==> src/rtl/dmem_arbiter.sv <==
// Data-memory port arbiter between the core load/store path and the host loader.
// Grants are combinational; burst ownership and host starvation are registered.
module dmem_arbiter #(
  parameter int unsigned STARVE_MAX = 3,
  parameter int unsigned LEN_W      = 4
) (
  input  logic             clk_i,
  input  logic             reset_i,
  input  logic             core_req_i,
  input  logic             core_we_i,
  input  logic [7:0]       core_addr_i,
  input  logic [7:0]       core_wdata_i,
  input  logic             core_done_i,
  output logic             core_stall_o,
  output logic [7:0]       core_rdata_o,
  input  logic             host_req_i,
  input  logic             host_we_i,
  input  logic [7:0]       host_addr_i,
  input  logic [LEN_W-1:0] host_len_i,
  input  logic [7:0]       host_wdata_i,
  output logic             host_ack_o,
  output logic [7:0]       host_rdata_o,
  output logic             host_busy_o,
  output logic [7:0]       mem_addr_o,
  output logic [7:0]       mem_wdata_o,
  output logic             mem_we_o,
  input  logic [7:0]       mem_rdata_i
);

  localparam int unsigned AW    = 8;
  localparam int unsigned CNT_W = (STARVE_MAX < 1) ? 1 : $clog2(STARVE_MAX + 1);
  localparam logic [CNT_W-1:0] STARVE_LIM = CNT_W'(STARVE_MAX);

  typedef enum logic {
    ST_IDLE  = 1'b0,
    ST_BURST = 1'b1
  } state_e;

  state_e           state_q, state_d;
  logic [CNT_W-1:0] starve_q, starve_d;
  logic [LEN_W-1:0] beat_q, beat_d;
  logic [AW-1:0]    base_q, base_d;
  logic [LEN_W-1:0] len_q, len_d;

  logic             creq;
  logic             host_win;
  logic             core_win;
  logic [AW-1:0]    mem_addr_c;
  logic [7:0]       mem_wdata_c;
  logic             mem_we_c;

  // State register; reset forces IDLE immediately, even mid-burst.
  always_ff @(posedge clk_i or negedge reset_i) begin
    if (!reset_i) begin
      state_q  <= ST_IDLE;
      starve_q <= '0;
      beat_q   <= '0;
      base_q   <= '0;
      len_q    <= '0;
    end else begin
      state_q  <= state_d;
      starve_q <= starve_d;
      beat_q   <= beat_d;
      base_q   <= base_d;
      len_q    <= len_d;
    end
  end

  // Winner selection, burst sequencing and port mux.
  always_comb begin
    state_d     = state_q;
    starve_d    = starve_q;
    beat_d      = beat_q;
    base_d      = base_q;
    len_d       = len_q;
    host_win    = 1'b0;
    core_win    = 1'b0;
    mem_addr_c  = '0;
    mem_wdata_c = '0;
    mem_we_c    = 1'b0;

    creq = core_req_i & ~core_done_i;

    case (state_q)
      ST_IDLE: begin
        host_win = reset_i & host_req_i & (~creq | (starve_q == STARVE_LIM));
        core_win = creq & ~host_win;
        if (host_win) begin
          base_d = host_addr_i;
          len_d  = host_len_i;
          if (host_len_i != '0) begin
            state_d = ST_BURST;
            beat_d  = LEN_W'(1);
          end
        end
      end
      ST_BURST: begin
        // Dropping host_req mid-burst aborts with no access that cycle.
        if (host_req_i) begin
          host_win = 1'b1;
          if (beat_q == len_q) begin
            state_d = ST_IDLE;
            beat_d  = '0;
          end else begin
            beat_d = beat_q + LEN_W'(1);
          end
        end else begin
          state_d = ST_IDLE;
          beat_d  = '0;
        end
      end
      default: begin
        state_d = ST_IDLE;
        beat_d  = '0;
      end
    endcase

    if (!host_req_i || host_win) begin
      starve_d = '0;
    end else if (core_win && (starve_q != STARVE_LIM)) begin
      starve_d = starve_q + CNT_W'(1);
    end

    if (host_win) begin
      mem_addr_c  = (state_q == ST_BURST) ? (base_q + AW'(beat_q)) : host_addr_i;
      mem_wdata_c = host_wdata_i;
      mem_we_c    = host_we_i;
    end else if (core_win) begin
      mem_addr_c  = core_addr_i;
      mem_wdata_c = core_wdata_i;
      mem_we_c    = core_we_i;
    end
  end

  assign core_stall_o = creq & ~core_win;
  assign core_rdata_o = mem_rdata_i;
  assign host_ack_o   = host_win & reset_i;
  assign host_rdata_o = mem_rdata_i;
  assign host_busy_o  = (state_q == ST_BURST);
  assign mem_addr_o   = mem_addr_c;
  assign mem_wdata_o  = mem_wdata_c;
  assign mem_we_o     = mem_we_c & reset_i;

endmodule
==> config.mk <==
export PLATFORM = sky130hd
export DESIGN_NAME = dmem_arbiter
export DESIGN_NICKNAME = d
export VERILOG_FILES = /design/src/rtl/dmem_arbiter.sv
export SDC_FILE = /design/constraint.sdc
export NUM_CORES = 1
export LEC_CHECK = 0
export ABC_AREA = 1
export CELL_PAD_IN_SITES_DETAIL_PLACEMENT = 0
export CELL_PAD_IN_SITES_GLOBAL_PLACEMENT = 1
export CORE_MARGIN = 5
export CORE_UTILIZATION = 25
export DETAILED_ROUTE_END_ITERATION = 10
export PLACE_DENSITY = 0.77
export SYNTH_ARGS = -nofsm -noshare
export SYNTH_HDL_FRONTEND = slang
export SYNTH_SLANG_ARGS = --single-unit
==> constraint.sdc <==
create_clock -name clk_i -period 2 [get_ports clk_i]
set_input_delay 0.3 -clock clk_i [delete_from_list [all_inputs] [get_ports clk_i]]
set_output_delay 0.3 -clock clk_i [all_outputs]
set_load 0.005 [all_outputs]
# After elaboration in Yosys (flattened, before gate mapping)
# Index checks and enable logic that the tools add are counted.
[op_classes]
reduce_logical = 7
n_bitwise = 13
add_sub_neg = 3
n_mux = 22
n_eq_ne = 5
[op_table]
columns = ["cell", "n"]
rows = [
  ["8-bit two-way mux", 5],
  ["4-bit two-way mux", 4],
  ["8-bit by 4-bit adder with 8-bit output", 1],
  ["1-bit two-way mux", 8],
  ["4-bit case mux with 2 select lines", 1],
  ["1-bit bitwise AND", 7],
  ["2-bit != test (second input constant)", 3],
  ["1-bit NOT", 5],
  ["4-bit by 1-bit adder with 4-bit output (second input constant)", 1],
  ["4-bit == test", 1],
  ["2-bit two-way mux", 2],
  ["1-bit case mux with 2 select lines", 2],
  ["2-bit AND reduction", 2],
  ["4-bit nonzero test", 1],
  ["2-bit by 1-bit adder with 2-bit output (second input constant)", 1],
  ["2-bit == test (second input constant)", 1],
  ["2-bit nonzero test", 1],
  ["1-bit logical AND", 1],
  ["1-bit logical NOT", 1],
  ["1-bit logical OR", 1],
  ["1-bit bitwise OR", 1],
]
[totals]
output_inout_bits = 36
ff_bits = 19
elab_cells = 55
input_bits = 51

# Logic depth before layout (Yosys ltp)
[depth]
depth_word = 11
ltp_mapped = 11
depth_no_buf = 11

# Worst setup path after synthesis
# No wires, ideal clock.
[synth_path]
path_type = "reg2out"
start = "register beat_q[0]"
end = "output port mem_addr_o[6]"
path_buffers = 0
t_arrival_ns = 1.509
t_required_ns = 1.700
path_stages_with_launch = 12
path_slack_ns = 0.191
path_cell_list = "dfrtp_1 ha_1 inv_1 fa_1 inv_1 nand3_1 nand2_1 nand2_1 nand2_1 nand3_1 nand2_1 nand2_1"
[synth_via]
elab_chain_len = 3
[synth_lines]
columns = ["element", "line", "source"]
rows = [
  ["from (decl)", "41", "logic [LEN_W-1:0] beat_q, beat_d;"],
  ["from (signal assigned)", "63", "beat_q <= beat_d;"],
  ["8-bit by 4-bit adder with 8-bit output", "125", "mem_addr_c = (state_q == ST_BURST) ? (base_q + AW'(beat_q)) : host_addr_i;"],
  ["8-bit two-way mux", "125", ""],
  ["8-bit two-way mux", "124", "if (host_win) begin"],
  ["to (decl)", "24", "output logic [7:0] mem_addr_o,"],
]
# Every way passes these cells.

# Worst setup path after layout
[layout_path]
start = "register beat_q[0]"
end = "output port mem_addr_o[2]"
# The elaborated chain is that of the path after synthesis.

==> impl_metrics.csv <==
group,metric,value,unit
cells_and_area,regArea,475,um^2
global_routing,grt.overflow.total,0,
pwr,p_leak,1.36,nW
clock_tree,clock_path_buffers,2,
clock_tree,cts_tree,"yes",
timing,fin_skew,0.00131,ns
global_routing,antenna_found_initial,0,
drt,ant_nets,0,
yosys,synth-seq-area-share,28.2,%
yosys,synth.distinct_cells,30,
floorplan,initial_utilization,25.2,%
timing,whs,0.170,ns
status,violations,"negative setup slack",
drt,wl_per_cell,11.6,um
timing,setup_ws,-0.154,ns
place,dp.cells,383,
drt,route.met2.wl,2520,um
clock_tree,root_buffer,"clkbuf_8",
global_routing,grt_pass1_vias,1684,
clock_tree,cts.sinks,19,
worst_setup_path,cp.arrival,1.85,ns
drt,vias,1677,
yosys,netlist_instances,239,
global_routing,grt_max_degree,22,
drt,met3WireLength,169,um
cells_and_area,fin_nets,378,
drt,totalWireLength,4630,um
drt,met1_length,1900,um
worst_setup_path,cp_cell_sequence,"ha_2 -> inv_2 -> fa_2 -> buf_4 -> xor2_1 -> nand2_1 -> o21ai_0 -> o21ai_1 -> buf_2",
place,place_area,2420,um^2
yosys,synth_top_area_share,28.2,%
worst_hold_path,hold_class,"in2async",
place,port_buffers,62,
floorplan,design.die.area,8480,um^2
pwr,ir_worst_vdd,0.280,mV
global_routing,grt_usage,11.2,%
clock_tree,clk_pin_slew,0.07,ns
timing,finalCritPeriodShare,108,%
yosys,yosysTopAreaCell,"dfrtp_1",
drt,drc,0,
worst_setup_path,max_stage_delay,0.35,ns
yosys,synth_nets,297,
worst_setup_path,cp.required,1.70,ns
timing,worst_pin_slew,0.299,ns
clock_tree,numCtsBuffers,3,
timing,slew_headroom,79.9,%
cells_and_area,fillCellCount,719,
drt,drtIter0Drc,33,
worst_setup_path,cp-end-kind,"output pin",
worst_setup_path,rrSetupSlack,0.45,ns
floorplan,fp.dieW,92.1,um
floorplan,rows,30,
place,dp_hpwl,3710,um
yosys,yosysWarnings,0,
pwr,power.total,1.82,mW
cells_and_area,drive_above_1_share,33.2,%
worst_setup_path,start_kind,"flip-flop",
timing,hold_viol,0,
place,place_congestion,0.808,
timing,drv_slew,0,
timing,fin_crit,2.15,ns
global_routing,grt_pass1_wl,7690,um
timing,max_freq,464,MHz
floorplan,io_pins,87,
drt,vias_per_cell,4.20,
status,outcome,"complete, but fails checks",
timing,setup_violations,7,
cells_and_area,areaGrowthSynthToFinish,56.7,%
cells_and_area,fin_cells,399,
yosys,synth_area_leaders,"dfrtp_1, nand2_1, buf_4",
yosys,syn_avg_cell_area,7.05,um^2
cells_and_area,multi_input_area,1020,um^2
clock_tree,htree_levels,1,
worst_setup_path,worst_path_max_delay_cell,"dfrtp_1",
drt,first_pass_iters,4,
yosys,synth_seq_cells,19,
run,cap_violations,0,
drt,highest_layer,"met4",
worst_setup_path,path_class,"reg2out",
floorplan,design.core.area,6680,um^2
cells_and_area,diodes,0,
clock_tree,clk_latency,0.26,ns
yosys,synth.cell_area,1680,um^2
pwr,p_per_area,690,nW/um^2
worst_setup_path,critPathMaxFanout,2,
timing,rsz0062_at_grt,"yes",
floorplan,chipHeight,92.1,um
cells_and_area,final_area,2640,um^2
==> synthesized netlist by cell type, drive strengths merged <==
library cell / instances
a21oi: 6
nand3: 21
ha: 6
xor2: 3
nand3b: 2
or2: 1
dfrtp: 19
nor2: 9
nand2: 91
o211ai: 2
nand4: 5
clkinv: 1
xnor2: 4
buf: 20
fa: 1
inv: 29
o21ai: 17
clkbuf: 2
==> placed cells by master, fill, tap and decap left out, types with 4 or more instances in the layout <==
cell type,Yosys,final
dlygate4sd2_1,0,4
buf_6,1,7
buf_12,1,4
nand2_1,81,72
o21ai_2,8,9
nand2_2,8,11
nand4_1,5,5
nand3_1,21,17
xnor2_1,4,4
nand3_2,0,4
nor2_1,6,5
dfrtp_1,19,19
clkdlybuf4s50_1,0,41
o21ai_0,9,6
buf_4,17,25
inv_2,3,6
nand2_4,2,8
buf_2,1,15
inv_1,26,22
a21oi_1,5,5
==> area by class of cell <==
cell class                      count  share of cell area [%]
Timing Repair Buffer               98                    33.5
Clock buffer                        3                    1.56
Inverter                           30                    4.46
Multi-Input combinational cell    168                    38.5
Tap cell                           80                    3.79
Sequential cell                    19                    18.0
Clock inverter                      1                   0.190
==> final timing paths <==
check	start	to	cells past startpoint
worst max-delay path	beat_q[0]	mem_addr_o[2]	9
worst min-delay path	reset_i	len_q[0]	2
worst max register to register	starve_q[0]	base_q[4]	10
worst min register to register	base_q[3]	base_q[3]	2
max in group asynchronous	reset_i	len_q[2]	2
min in group clk_i	base_q[3]	base_q[3]	2
==> worst max-delay path: cells and delay by family, from the launching register on <==
| kind | cells | cell delay, ns |
|---|---|---|
| compound gates | 2 | 0.19 |
| xor+xnor | 1 | 0.14 |
| fa+ha+maj | 2 | 0.55 |
| buf+inv | 3 | 0.30 |
| flops | 1 | 0.35 |
| simple gates | 1 | 0.05 |
==> cell families after synthesis <==
group / after synthesis / share of synthesized area, %
buffers and inverters: 52 / 17.5
adder cells (fa/ha/maj): 7 / 5.65
flip-flops: 19 / 28.2
AND/OR/NAND/NOR: 129 / 35.3
XOR/XNOR: 7 / 3.64
AO/OA/AOI/OAI: 25 / 9.73
==> metrics by stage <==
step | worst slack, ns | util, % | TNS (ns)
global route | -0.267 | 39.5 | -1.62
CTS | -0.175 | 38.7 | -0.642
global placement | -0.411 | 36.2 | -6.29
finish | -0.154 | 39.5 | -0.444
detailed placement | -0.426 | 36.2 | -6.44
floorplan | 0.191 | - | 0
==> repair_timing <==
action,4_1_cts,5_1_grt
gates resized for setup,100,13
pin swaps,19,13
setup buffers,10,3
hold buffers,0,0
setup endpoints to repair,19,18
==> power breakdown <==
group,internal (mW),switching [mW],total (mW)
clock network,0.139,0.140,0.279
registers,0.478,0.0766,0.555
logic,0.511,0.475,0.986
==> sequential cells by signal, summed over array words and instances, names as in the netlist <==
register / count
host_busy_o: 1
starve_q: 2
base_q: 8
len_q: 4
beat_q: 4
==> layer usage <==
metal / global-route usage [%] / up-vias
met4: 2.97 / 0
met5: 0 / -
met2: 21.4 / 22
met1: 12.2 / 754
li1: - / 896
met3: 2.63 / 5
No activity file was read; power rests on OpenSTA's default activity.
